**src/rtl/serial_sub_pkg.sv**
```systemverilog
// Shared types and helpers for the digit-serial subtractor.
package serial_sub_pkg;

  typedef enum logic [1:0] {
    IDLE = 2'd0,
    BUSY = 2'd1,
    DONE = 2'd2
  } state_e;

  // Digit counter width: $clog2(n), never below one bit.
  function automatic int cnt_width(input int n);
    return (n <= 1) ? 1 : $clog2(n);
  endfunction

endpackage

```
**src/rtl/serial_sub_if.sv**
```systemverilog
// Valid/ready operand and result bundle for serial_sub.
interface serial_sub_if #(
  parameter int WIDTH = 16
);
  logic             in_valid;
  logic             in_ready;
  logic [WIDTH-1:0] a;
  logic [WIDTH-1:0] b;
  logic             bin;
  logic             out_valid;
  logic             out_ready;
  logic [WIDTH-1:0] diff;
  logic             bout;
  logic             ovf;
  logic             zero;

  modport master (
    output in_valid, a, b, bin, out_ready,
    input  in_ready, out_valid, diff, bout, ovf, zero
  );

  modport slave (
    input  in_valid, a, b, bin, out_ready,
    output in_ready, out_valid, diff, bout, ovf, zero
  );
endinterface

```
**src/rtl/serial_sub_digit.sv**
```systemverilog
// Combinational DIGIT-bit borrow-ripple subtract slice (module sub_digit).
module sub_digit #(
  parameter int DIGIT = 4
) (
  input  logic [DIGIT-1:0] a,
  input  logic [DIGIT-1:0] b,
  input  logic             bin,
  output logic [DIGIT-1:0] d,
  output logic             bout
);

  // Ripple the borrow from LSB to MSB of the digit.
  always_comb begin
    logic c;
    c = bin;
    d = {DIGIT{1'b0}};
    for (int i = 0; i < DIGIT; i++) begin
      d[i] = a[i] ^ b[i] ^ c;
      c    = (~a[i] & b[i]) | (~a[i] & c) | (b[i] & c);
    end
    bout = c;
  end

endmodule

```
**src/rtl/serial_sub.sv**
```systemverilog
// Digit-serial a - b - bin over WIDTH bits, DIGIT bits per clock, valid/ready on both sides.
// Optional build macro SERIAL_SUB_SAT_EN: unsigned saturation of diff to 0 on borrow-out.
module serial_sub
  import serial_sub_pkg::*;
#(
  parameter int WIDTH = 16,
  parameter int DIGIT = 4
) (
  input logic         clk,
  input logic         rst,
  serial_sub_if.slave bus
);

  localparam int N  = WIDTH / DIGIT;
  localparam int CW = cnt_width(N);
  localparam logic [CW-1:0] LAST = CW'(N - 1);

  if ((WIDTH % DIGIT != 0) || (DIGIT < 1) || (DIGIT > WIDTH)) begin : g_bad_cfg
    $error("serial_sub: WIDTH must be a positive multiple of DIGIT");
  end

  state_e           state_q, state_d;
  logic [CW-1:0]    cnt_q, cnt_d;
  logic [WIDTH-1:0] a_q, a_d, b_q, b_d, diff_q, diff_d;
  logic             borrow_q, borrow_d;
  logic             bout_q, bout_d, ovf_q, ovf_d, zero_q, zero_d;

  logic [DIGIT-1:0] a_dig, b_dig, d_dig;
  logic             dig_bout;

  assign a_dig = a_q[int'(cnt_q) * DIGIT +: DIGIT];
  assign b_dig = b_q[int'(cnt_q) * DIGIT +: DIGIT];

  sub_digit #(.DIGIT(DIGIT)) u_digit (
    .a    (a_dig),
    .b    (b_dig),
    .bin  (borrow_q),
    .d    (d_dig),
    .bout (dig_bout)
  );

  // Next-state and datapath update; result flags settle on the last digit.
  always_comb begin
    state_d  = state_q;
    cnt_d    = cnt_q;
    a_d      = a_q;
    b_d      = b_q;
    borrow_d = borrow_q;
    diff_d   = diff_q;
    bout_d   = bout_q;
    ovf_d    = ovf_q;
    zero_d   = zero_q;
    case (state_q)
      IDLE: begin
        if (bus.in_valid) begin
          a_d      = bus.a;
          b_d      = bus.b;
          borrow_d = bus.bin;
          cnt_d    = {CW{1'b0}};
          state_d  = BUSY;
        end else begin
          state_d  = IDLE;
        end
      end
      BUSY: begin
        diff_d[int'(cnt_q) * DIGIT +: DIGIT] = d_dig;
        borrow_d = dig_bout;
        cnt_d    = cnt_q + CW'(1);
        if (cnt_q == LAST) begin
          state_d = DONE;
          bout_d  = dig_bout;
          // The top digit of the raw result holds its sign bit.
          ovf_d   = (a_q[WIDTH-1] != b_q[WIDTH-1]) && (d_dig[DIGIT-1] != a_q[WIDTH-1]);
`ifdef SERIAL_SUB_SAT_EN
          if (dig_bout) begin
            diff_d = {WIDTH{1'b0}};
          end else begin
            diff_d = diff_d;
          end
`endif
          zero_d  = (diff_d == {WIDTH{1'b0}});
        end else begin
          state_d = BUSY;
        end
      end
      DONE: begin
        if (bus.out_ready) begin
          state_d = IDLE;
        end else begin
          state_d = DONE;
        end
      end
      default: state_d = IDLE;
    endcase
  end

  // State and datapath registers.
  always_ff @(posedge clk or posedge rst) begin
    if (rst) begin
      state_q  <= IDLE;
      cnt_q    <= {CW{1'b0}};
      a_q      <= {WIDTH{1'b0}};
      b_q      <= {WIDTH{1'b0}};
      borrow_q <= 1'b0;
      diff_q   <= {WIDTH{1'b0}};
      bout_q   <= 1'b0;
      ovf_q    <= 1'b0;
      zero_q   <= 1'b0;
    end else begin
      state_q  <= state_d;
      cnt_q    <= cnt_d;
      a_q      <= a_d;
      b_q      <= b_d;
      borrow_q <= borrow_d;
      diff_q   <= diff_d;
      bout_q   <= bout_d;
      ovf_q    <= ovf_d;
      zero_q   <= zero_d;
    end
  end

  assign bus.in_ready  = (state_q == IDLE);
  assign bus.out_valid = (state_q == DONE);
  assign bus.diff      = diff_q;
  assign bus.bout      = bout_q;
  assign bus.ovf       = ovf_q;
  assign bus.zero      = zero_q;

endmodule
```
**src/flat_wrapper.sv**
```systemverilog
// flat-port wrapper written by rule: the top's interface ports become plain ports
module serial_sub_flat import serial_sub_pkg::*;
#(
  parameter int WIDTH = 16,
  parameter int DIGIT = 4
)
  (clk, rst, bus_in_valid, bus_a, bus_b, bus_bin, bus_out_ready, bus_in_ready, bus_out_valid, bus_diff, bus_bout, bus_ovf, bus_zero);
  serial_sub_if #(.WIDTH(WIDTH)) bus_i ();
  input logic clk;
  input logic rst;
  input wire logic [$bits(bus_i.in_valid)-1:0] bus_in_valid;
  input wire logic [$bits(bus_i.a)-1:0] bus_a;
  input wire logic [$bits(bus_i.b)-1:0] bus_b;
  input wire logic [$bits(bus_i.bin)-1:0] bus_bin;
  input wire logic [$bits(bus_i.out_ready)-1:0] bus_out_ready;
  output wire logic [$bits(bus_i.in_ready)-1:0] bus_in_ready;
  output wire logic [$bits(bus_i.out_valid)-1:0] bus_out_valid;
  output wire logic [$bits(bus_i.diff)-1:0] bus_diff;
  output wire logic [$bits(bus_i.bout)-1:0] bus_bout;
  output wire logic [$bits(bus_i.ovf)-1:0] bus_ovf;
  output wire logic [$bits(bus_i.zero)-1:0] bus_zero;
  assign bus_i.in_valid = bus_in_valid;
  assign bus_i.a = bus_a;
  assign bus_i.b = bus_b;
  assign bus_i.bin = bus_bin;
  assign bus_i.out_ready = bus_out_ready;
  assign bus_in_ready = bus_i.in_ready;
  assign bus_out_valid = bus_i.out_valid;
  assign bus_diff = bus_i.diff;
  assign bus_bout = bus_i.bout;
  assign bus_ovf = bus_i.ovf;
  assign bus_zero = bus_i.zero;
  serial_sub #(.WIDTH(WIDTH), .DIGIT(DIGIT)) u_core (.clk(clk), .rst(rst), .bus(bus_i));
endmodule
```
**config.mk**
```make
export PLATFORM = sky130hd
export DESIGN_NAME = serial_sub_flat
export DESIGN_NICKNAME = d
export VERILOG_FILES = /design/src/rtl/serial_sub_pkg.sv /design/src/rtl/serial_sub_if.sv /design/src/rtl/serial_sub_digit.sv /design/src/rtl/serial_sub.sv /design/src/flat_wrapper.sv
export SDC_FILE = /design/constraint.sdc
export NUM_CORES = 1
export LEC_CHECK = 0
export ABC_CLOCK_PERIOD_IN_PS = 5110
export CELL_PAD_IN_SITES_DETAIL_PLACEMENT = 0
export CELL_PAD_IN_SITES_GLOBAL_PLACEMENT = 1
export CORE_ASPECT_RATIO = 1.25
export CORE_MARGIN = 1.5
export CORE_UTILIZATION = 44
export CTS_CLUSTER_SIZE = 16
export DETAILED_ROUTE_END_ITERATION = 12
export PLACE_DENSITY = 0.83
export SKIP_LAST_GASP = 1
export SLEW_MARGIN = 10
export SYNTH_ARGS = -nofsm -noshare
export SYNTH_HDL_FRONTEND = slang
export SYNTH_HIERARCHICAL = 1
export SYNTH_SLANG_ARGS = --single-unit
export TNS_END_PERCENT = 10
```
**constraint.sdc**
```tcl
create_clock -name clk -period 5.11 [get_ports clk]
set_input_delay 0.511 -clock clk [delete_from_list [all_inputs] [get_ports clk]]
set_output_delay 0.511 -clock clk [all_outputs]
set_load 0.01 [all_outputs]
```
==> metrics.txt, run 1 <==
status=finished clean; RD Place Congestion=0.799; number of placed I/O pins=58; most numerous cell in the Yosys netlist=dfrtp_1; Seq pwr share=33.2%; nets=310; async set-or-reset flop fraction in the synthesized netlist=100%; CTS sink cnt=56; Detailed Route Iter0 Violations=86; Period Utilization, post-route=72.6%; Post-Syn Nets=254; Max Clk Rate=270 MHz; clock tree from TritonCTS=yes; # port buffers=57; clock slew at reported path FFs=0.09 ns; largest net degree at the start of global routing=57; DIE HEIGHT=91.0 um; Setup Viol. Count Final=0; sequential standard cell area=1400 um2; Die X=73.4 um; Synth Cell Area=2730 um2; Synth cell types=33; type of the setup path with the least slack=register to register; WL/cell=15.2 um; required time at the worst-slack endpoint=5.31 ns; aggregate routed wire length=5260 um; area of the die=6680 um2; antenna diode count=0; share of total power in combinational logic=55.3%; layout-stage area growth over the synthesis result=27.2%; net load switching power=0.000984 W; Setup TNS=0 ns; largest cells by area after synthesis=dfrtp_1 (51%), mux2_2 (14%), mux4_2 (6.6%); Critical Path End Type=register; post-route core utilization=58.8%; number of pins exceeding their max-slew limit in the final report=0; yosys synthesis warning count=6; Primary FF master, synth=dfrtp_1; Max clock buf depth=2; sequential element share of the synthesized area=51.4%; crit path max fanout=20; detailed placement HPWL=3850 um; standard cell core area=5900 um2; clock power share=11.5%; Tot GR Track Use=18.0%; switching power as a share of total power=40.2%; global-route wire length before repair=9290 um; mean post-synth cell area=13.2 um2; biggest area consumer among synthesized cells=dfrtp_1; total of max-cap violations=0; fillcell total=502; Layout Cells excl Fill=346; Initial Util=46.3%; number of synthesized flops with an enable pin=0; number of remaining DRC errors=0; unrepaired setup endpoints after global routing=no; highest-delay cell along the critical path=dfrtp_1; count of hold-fix buffers inserted at cts=0; clk_skew=0.00399 ns; placed cell count=338; worst skew pair latency=0.30 ns; Setup crit start kind=register; VDD IR max=338 uV; number of detailed-routing iterations run before antenna repair=4; Synth Register Bits=56; total power divided by cell area=706 nW/um2; global route total overflow=0; number of antenna violations at the first check in global routing=0; Internal=0.00147 W; root cell of the clock tree=clkbuf_8; worst relative slew slack=44.2%; pin slew with the least headroom to its limit=0.838 ns; portion of synthesized cell area occupied by the leading cell type=51.4%; H-tree level count=2; number of resized instances in the post-cts repair step=0; Critical Path Max Stage Delay=0.90 ns; Most common cell on crit path=fa_1; Avg Vias per Cell=5.30; cell family contributing the most delay on the critical path=adder cells; number of standard-cell rows in the floorplan=31; Commonest cells post-synth=dfrtp_1 (56), mux2_2 (33), a32o_1 (15); vias=1,834; arrival time at the worst endpoint=3.90 ns; Tightest Hold Check Type=register to register; critical path buffer and inverter count=2; Hold Vio Cnt, Final=0; Setup Buffers After CTS=0; final critical-path required period=3.71 ns; cts bufs inserted=5; remaining antenna violation count after routing=0; Cell Chain, Critical Path=mux4_2 > fa_1 > inv_1 > fa_1 > fa_1 > inv_1 > fa_1 > nand2b_1 > a21oi_1 > a21oi_1 > a41o_1; leakage power total=1.45 nW; number of global-route vias before repair=1,934; share of post-route cells with drive strength above 1=22.0%; area of the multi-input gates=1210 um2; cell count after synthesis=207
per-stage QoR:
stage	worst slack, ns	cell area (um2)	total power [W]	hold slack [ns]
after floorplan	1.80	2730	0.00177	0.446
after global placement	1.48	3360	0.00217	0.469
after detailed placement	1.39	3360	0.00220	0.489
after CTS	1.36	3470	0.00249	0.513
after global routing	1.09	3470	0.00269	0.533
final	1.40	3470	0.00245	0.504
layout by cell type, fill, tap and decap left out:
| cell type | n |
|---|---|
| nand2_2 | 1 |
| o21bai_1 | 1 |
| or3b_1 | 2 |
| a32o_1 | 15 |
| inv_1 | 13 |
| a41o_1 | 1 |
| a21oi_1 | 4 |
| bufinv_16 | 1 |
| or2_2 | 1 |
| nor2b_1 | 1 |
| dfrtp_1 | 56 |
| o21ai_0 | 6 |
| mux2i_1 | 2 |
| mux2_2 | 33 |
| o31ai_1 | 1 |
| clkinvlp_4 | 1 |
| nor3b_2 | 2 |
| nand2b_1 | 4 |
| nor4_1 | 5 |
| clkbuf_8 | 5 |
| clkinv_2 | 1 |
| nand4bb_1 | 1 |
| a22oi_1 | 1 |
| clkdlybuf4s50_1 | 57 |
| inv_2 | 1 |
| nand3b_1 | 1 |
| mux4_2 | 8 |
| o22ai_1 | 2 |
| nand2_1 | 13 |
| fa_1 | 4 |
| buf_4 | 3 |
| and2_1 | 1 |
| nor2_1 | 9 |
| ha_1 | 6 |
| or3b_4 | 1 |
worst reg2reg max path: stages (launching register included):
cell and delay, ns:
dfrtp_1 0.90, mux4_2 0.63, fa_1 0.42, inv_1 0.08
fa_1 0.17, fa_1 0.17, inv_1 0.05, fa_1 0.67
nand2b_1 0.10, a21oi_1 0.13, a21oi_1 0.05, a41o_1 0.24
flip-flops by register name (all words and copies together) (netlist names):
signal and flops:
u_core/a_q 16, u_core/b_q 16, u_core/bus.diff 16, u_core/cnt_q 2, u_core/state_q 2, u_core/borrow_q 1
u_core/bus.bout 1, u_core/bus.ovf 1, u_core/bus.zero 1
cells by family (layout without fill, tap and decap cells):
logic type	Yosys count	after routing	synth area share (%)
compound gates	31	31	8.99
fa+ha+maj	10	10	5.69
buf+inv	25	82	4.50
flops	56	56	51.4
mux	43	43	21.0
simple gates	42	42	8.49
path summary, 6_finish.rpt:
kind	from	end	slack, ns	cells past startpoint
worst min register to register	u_core/borrow_q	u_core/borrow_q	0.50	2
max in group asynchronous	rst	u_core/a_q[1]	3.95	3
worst min-delay path	u_core/borrow_q	u_core/borrow_q	0.50	2
worst max register to register	u_core/cnt_q[0]	u_core/bus.zero	1.40	11
worst max-delay path	u_core/cnt_q[0]	u_core/bus.zero	1.40	11
min in group asynchronous	rst	u_core/a_q[15]	0.70	3
area by class of cell:
class	instances	area share (%)
Timing Repair Buffer	60	17.1
Tap cell	82	2.96
Clock buffer	5	1.98
Multi-Input combinational cell	126	34.8
Clock inverter	3	1.23
Sequential cell	56	40.4
Inverter	14	1.51
per-layer routing:
| metal | up-vias | GRT usage [%] | part of all wire (%) |
|---|---|---|---|
| li1 | 866 | - | - |
| met2 | 49 | 28.5 | 53 |
| met3 | 5 | 3.66 | 3.8 |
| met4 | 0 | 4.78 | 0.84 |
| met5 | - | 0 | 0 |
| met1 | 914 | 25.2 | 43 |
power groups by stage:
stage / logic [W] / registers, W / clock network (W)
after floorplan: 0.00100 / 0.000770 / 0
final: 0.00136 / 0.000813 / 0.000282
after detailed placement: 0.00137 / 0.000826 / 0
after global placement: 0.00134 / 0.000822 / 0
after CTS: 0.00138 / 0.000819 / 0.000296
after global routing: 0.00152 / 0.000851 / 0.000315
No activity file was read; power rests on OpenSTA's default activity.
==> run 2: changes to the inputs <==
Settings changed: ABC_CLOCK_PERIOD_IN_PS 5110 to 3530, CORE_UTILIZATION 44 to 41, PLACE_DENSITY 0.83 to 0.78.
Clock period 5.11 ns to 3.53 ns, I/O delays scaled along.
==> run 2 against run 1 <==
Effect of this change: utilization fell by 5.2 points; final cell count rose by 2.3%; first-iteration DRC count down 24%; sequential cell count did not move; largest power group unchanged; critical endpoint unchanged; sequential share of layout area is 0.13 points lower; clock power up 28%; highest routed layer unchanged.
==> metrics.txt, run 2 (synthesized netlist as in run 1, its figures left out) <==
Hold Worst Slack=0.426 ns; number of global-route vias before repair=1,952; Tot GR Track Use=16.6%; largest net degree at the start of global routing=37; placed cell count=346; number of detailed-routing iterations run before antenna repair=4; critical path buffer and inverter count=2; total power divided by cell area=1010 nW/um2; area of the die=7150 um2; global-route wire length before repair=9310 um; commonest cells after routing, fill and taps aside=clkdlybuf4s50_1 (57), dfrtp_1 (56), mux2_2 (33); pre-CTS setup slack=0.355 ns; number of standard-cell rows in the floorplan=33; H-tree level count=2; final critical-path required period=3.18 ns; Tightest Hold Check Type=primary input to async pin; number of resized instances in the post-cts repair step=0; Critical Path End Type=register; Initial Util=42.1%; clk_skew=0.00686 ns; required time at the worst-slack endpoint=3.74 ns; global route total overflow=0; worst relative slew slack=59.1%; pin slew with the least headroom to its limit=0.613 ns; number of placed I/O pins=58; Max Clk Rate=315 MHz; WL/cell=15.3 um; vias=1,877; Layout Cells excl Fill=354; remaining antenna violation count after routing=0; total of max-cap violations=0; number of antenna violations at the first check in global routing=0; count of hold-fix buffers inserted at cts=0; Detailed Route Iter0 Violations=65; # port buffers=57; aggregate routed wire length=5430 um; type of the setup path with the least slack=register to register; CTS sink cnt=56; Most common cell on crit path=fa_1; number of remaining DRC errors=0; VDD IR max=417 uV; Max clock buf depth=2; Die X=76.0 um; antenna diode count=0; Critical Path Max Stage Delay=0.67 ns; arrival time at the worst endpoint=3.38 ns; leakage power total=1.46 nW; RD Place Congestion=0.787; overall power=0.00353 W; nets=313; Setup Viol. Count Final=0; Setup TNS=0 ns; cts bufs inserted=5; cell family contributing the most delay on the critical path=adder cells; clock slew at reported path FFs=0.10 ns; worst skew pair latency=0.31 ns; root cell of the clock tree=clkbuf_8; Setup crit start kind=register; detailed placement HPWL=4100 um; most common cell after layout, fill and taps aside=clkdlybuf4s50_1; Setup Buffers After CTS=0; Hold Vio Cnt, Final=0; setup slack after layout=0.353 ns; layout-stage area growth over the synthesis result=27.6%; status=finished clean; Period Utilization, post-route=90.0%; Cell Chain, Critical Path=mux4_2 > fa_1 > inv_1 > fa_1 > fa_1 > inv_1 > fa_1 > nand2b_1 > a21oi_1 > a21oi_1 > a41o_1; Avg Vias per Cell=5.30; DIE HEIGHT=94.2 um; highest-delay cell along the critical path=fa_1; share of post-route cells with drive strength above 1=22.5%; standard cell core area=6480 um2; crit path max fanout=8; clock tree from TritonCTS=yes; unrepaired setup endpoints after global routing=no; number of pins exceeding their max-slew limit in the final report=0
==> run 2: cell count changes in the layout (fill, tap and decap cells not counted) <==
cell	before	now
buf_4	3	6
bufinv_16	1	0
clkbuf_1	0	1
clkbuf_8	5	6
clkinv_2	1	0
==> run 2: final cells by class <==
class / instances / area (um2)
Clock buffer: 7 / 86.3
Clock inverter: 1 / 7.51
Fill cell: 603 / 3000
Inverter: 14 / 52.6
Multi-Input combinational cell: 126 / 1210
Sequential cell: 56 / 1400
Tap cell: 87 / 109
Timing Repair Buffer: 63 / 616
==> run 2: path summary, 6_finish.rpt <==
path,from,to,slack [ns],depth (start not counted)
setup / recovery,u_core/cnt_q[0],u_core/bus.zero,0.35,11
setup reg to reg,u_core/cnt_q[0],u_core/bus.zero,0.35,11
min in group clk,u_core/borrow_q,u_core/borrow_q,0.50,2
max in group asynchronous,rst,u_core/b_q[8],2.32,3
hold / removal,rst,u_core/a_q[11],0.43,2
hold reg to reg,u_core/borrow_q,u_core/borrow_q,0.50,2
==> run 2: layer usage <==
layer	vias up	part of all wire (%)	track usage (%)
met1	943	43	21.4
met5	-	0	0
met3	12	4.3	3.50
met2	55	50	27.6
met4	0	2.1	6.79
li1	867	-	-
==> run 2: worst register-to-register path: stages (launching register included) <==
cell and delay, ns:
dfrtp_1 0.44, mux4_2 0.56, fa_1 0.45, inv_1 0.08, fa_1 0.17, fa_1 0.17, inv_1 0.05, fa_1 0.68
nand2b_1 0.10, a21oi_1 0.12, a21oi_1 0.05, a41o_1 0.23
==> run 2: where the power goes <==
part / internal (W) / leakage, nW / switching (W)
sequential: 0.000937 / 0.695 / 0.000198
clock: 0.000160 / 0.0445 / 0.000201
combinational: 0.00100 / 0.720 / 0.00103
total: 0.00210 / 1.46 / 0.00143
==> run 2: per-stage QoR <==
stage	utilization [%]	cell area, um2
2_1_floorplan	-	2730
3_3_place_gp	52.2	3390
3_5_place_dp	52.2	3390
4_1_cts	53.7	3480
5_1_grt	53.7	3480
6_report	53.7	3480
==> run 3: changes to the inputs <==
Settings changed: CORE_MARGIN 1.5 to 4, GPL_ROUTABILITY_DRIVEN set to 0, SYNTH_HIERARCHICAL 1 to unset.
==> run 3 against run 2 <==
Effect of this change: wire length fell by 0.85%; hold slack better by 0.058 ns; sequential power barely moved; utilization increased by 1.4 points; via count down 5.4%; clock-buffer cell count is 2 lower; final area fell by 1.2%; sequential share of layout area grew 0.48 points; clock skew decreased by 0.0025 ns; largest power group unchanged; highest routed layer unchanged.
==> metrics.txt, run 3 <==
status=finished clean; Synth Cell Area=2680 um2; count of hold-fix buffers inserted at cts=0; antenna diode count=0; number of antenna violations at the first check in global routing=0; critical path buffer and inverter count=3; Most common cell on crit path=fa_1; number of remaining DRC errors=0; yosys synthesis warning count=0; area of the die=7890 um2; nets=307; global-route wire length before repair=9100 um; busiest layer in global routing=met2; clk_skew=0.00435 ns; total power divided by cell area=992 nW/um2; number of resized instances in the post-cts repair step=0; total of max-cap violations=0; placed cell count=338; highest-delay cell along the critical path=fa_1; vias=1,776; portion of synthesized cell area occupied by the leading cell type=52.4%; Max Clk Rate=309 MHz; commonest cells after routing, fill and taps aside=clkdlybuf4s50_1 (57), dfrtp_1 (56), mux2_2 (33); Hold Vio Cnt, Final=0; Synth Register Bits=56; Setup TNS=0 ns; global route total overflow=0; most common cell after layout, fill and taps aside=clkdlybuf4s50_1; layout-stage area growth over the synthesis result=28.5%; Post-Syn Nets=246; pre-CTS setup slack=0.284 ns; leakage power total=1.45 nW; worst relative slew slack=53.4%; detailed placement HPWL=4130 um; Max clock buf depth=2; biggest area consumer among synthesized cells=dfrtp_1; root cell of the clock tree=clkbuf_8; number of synthesized flops with an enable pin=0; Tot GR Track Use=14.8%; VDD IR max=596 uV; Setup Viol. Count Final=0; Setup Buffers After CTS=0; required time at the worst-slack endpoint=3.77 ns; number of pins exceeding their max-slew limit in the final report=0; Avg Vias per Cell=5.16; remaining antenna violation count after routing=0; aggregate routed wire length=5380 um; number of placed I/O pins=58; cell count after synthesis=199; most numerous cell in the Yosys netlist=dfrtp_1; type of the setup path with the least slack=register to register; crit path max fanout=18; M1 GR Usage=19.1%; clock slew at reported path FFs=0.10 ns; Primary FF master, synth=dfrtp_1; worst skew pair latency=0.30 ns; pin slew with the least headroom to its limit=0.697 ns; setup slack after layout=0.294 ns; DIE HEIGHT=98.3 um; Cell Chain, Critical Path=buf_4 > mux4_2 > fa_1 > inv_1 > fa_1 > fa_1 > inv_1 > fa_1 > nand3_1 > a31oi_1 > a32o_1; H-tree level count=2; # port buffers=57; sequential element share of the synthesized area=52.4%; Detailed Route Iter0 Violations=47; largest net degree at the start of global routing=36; Synth cell types=35; clock tree from TritonCTS=yes; Tightest Hold Check Type=primary input to async pin; Initial Util=42.8%; Period Utilization, post-route=91.7%; number of standard-cell rows in the floorplan=32; cell area after layout=3440 um2; unrepaired setup endpoints after global routing=no; cell family contributing the most delay on the critical path=adder cells; Die X=80.3 um; Critical Path End Type=register; async set-or-reset flop fraction in the synthesized netlist=100%; standard cell core area=6250 um2; Critical Path Max Stage Delay=0.67 ns; final critical-path required period=3.24 ns; arrival time at the worst endpoint=3.48 ns; largest cells by area after synthesis=dfrtp_1 (52%), mux2_2 (14%), mux4_2 (6.7%); share of post-route cells with drive strength above 1=23.2%; Hold Worst Slack=0.484 ns; mean post-synth cell area=13.4 um2; number of detailed-routing iterations run before antenna repair=4; Post-DP Area=3340 um2; WL/cell=15.6 um; Layout Cells excl Fill=344; CTS sink cnt=56; number of global-route vias before repair=1,857; Setup crit start kind=register; Commonest cells post-synth=dfrtp_1 (56), mux2_2 (33), nand2_1 (15); cts bufs inserted=5; global-route track usage on met2=25.3%; grt met3 use=2.40%
==> run 3: area by class of cell <==
type	instances	area, um2
Timing Repair Buffer	61	601
Inverter	11	41.3
Clock inverter	1	30.0
Multi-Input combinational cell	125	1190
Sequential cell	56	1400
Tap cell	85	106
Clock buffer	5	68.8
Fill cell	561	2810
==> run 3: power by group <==
part / switching [W] / internal, W
Sequential: 0.000204 / 0.000928
Clock: 0.000198 / 0.000204
Combinational: 0.000950 / 0.000929
==> run 3: kinds of logic (layout without fill, tap and decap cells) <==
kind of cell,after synthesis,count (layout),synth area share (%)
AOI/OAI and AO/OA,28,28,7.62
adders and majority gates,10,10,5.80
buffers and inverters,18,78,3.13
DFF,56,56,52.4
muxes,42,42,21.0
and+or+nand+nor,45,45,10.1
==> run 3: metal layers <==
layer / part of all wire (%) / wire [um] / vias up
met4: 1.4 / 74 / 0
met3: 3.8 / 207 / 6
li1: - / - / 834
met2: 51 / 2750 / 45
met5: 0 / 0 / -
met1: 44 / 2340 / 891
==> run 3: through the flow <==
stage	util, %	power (W)
floorplan	-	0.00243
global placement	53.5	0.00304
detailed placement	53.5	0.00306
CTS	55.1	0.00346
global route	55.1	0.00368
finish	55.1	0.00341
==> run 3: worst paths after layout <==
kind                                 start         endpoint  slack, ns  depth (start not counted)
max                        u_core.cnt_q[0]  u_core.bus.zero       0.29                         11
min                                    rst   u_core.a_q[14]       0.48                          2
max reg2reg                u_core.cnt_q[0]  u_core.bus.zero       0.29                         11
min reg2reg                 u_core.bus.ovf   u_core.bus.ovf       0.50                          2
max in group asynchronous              rst   u_core.b_q[11]       2.28                          3
min in group clk            u_core.bus.ovf   u_core.bus.ovf       0.50                          2
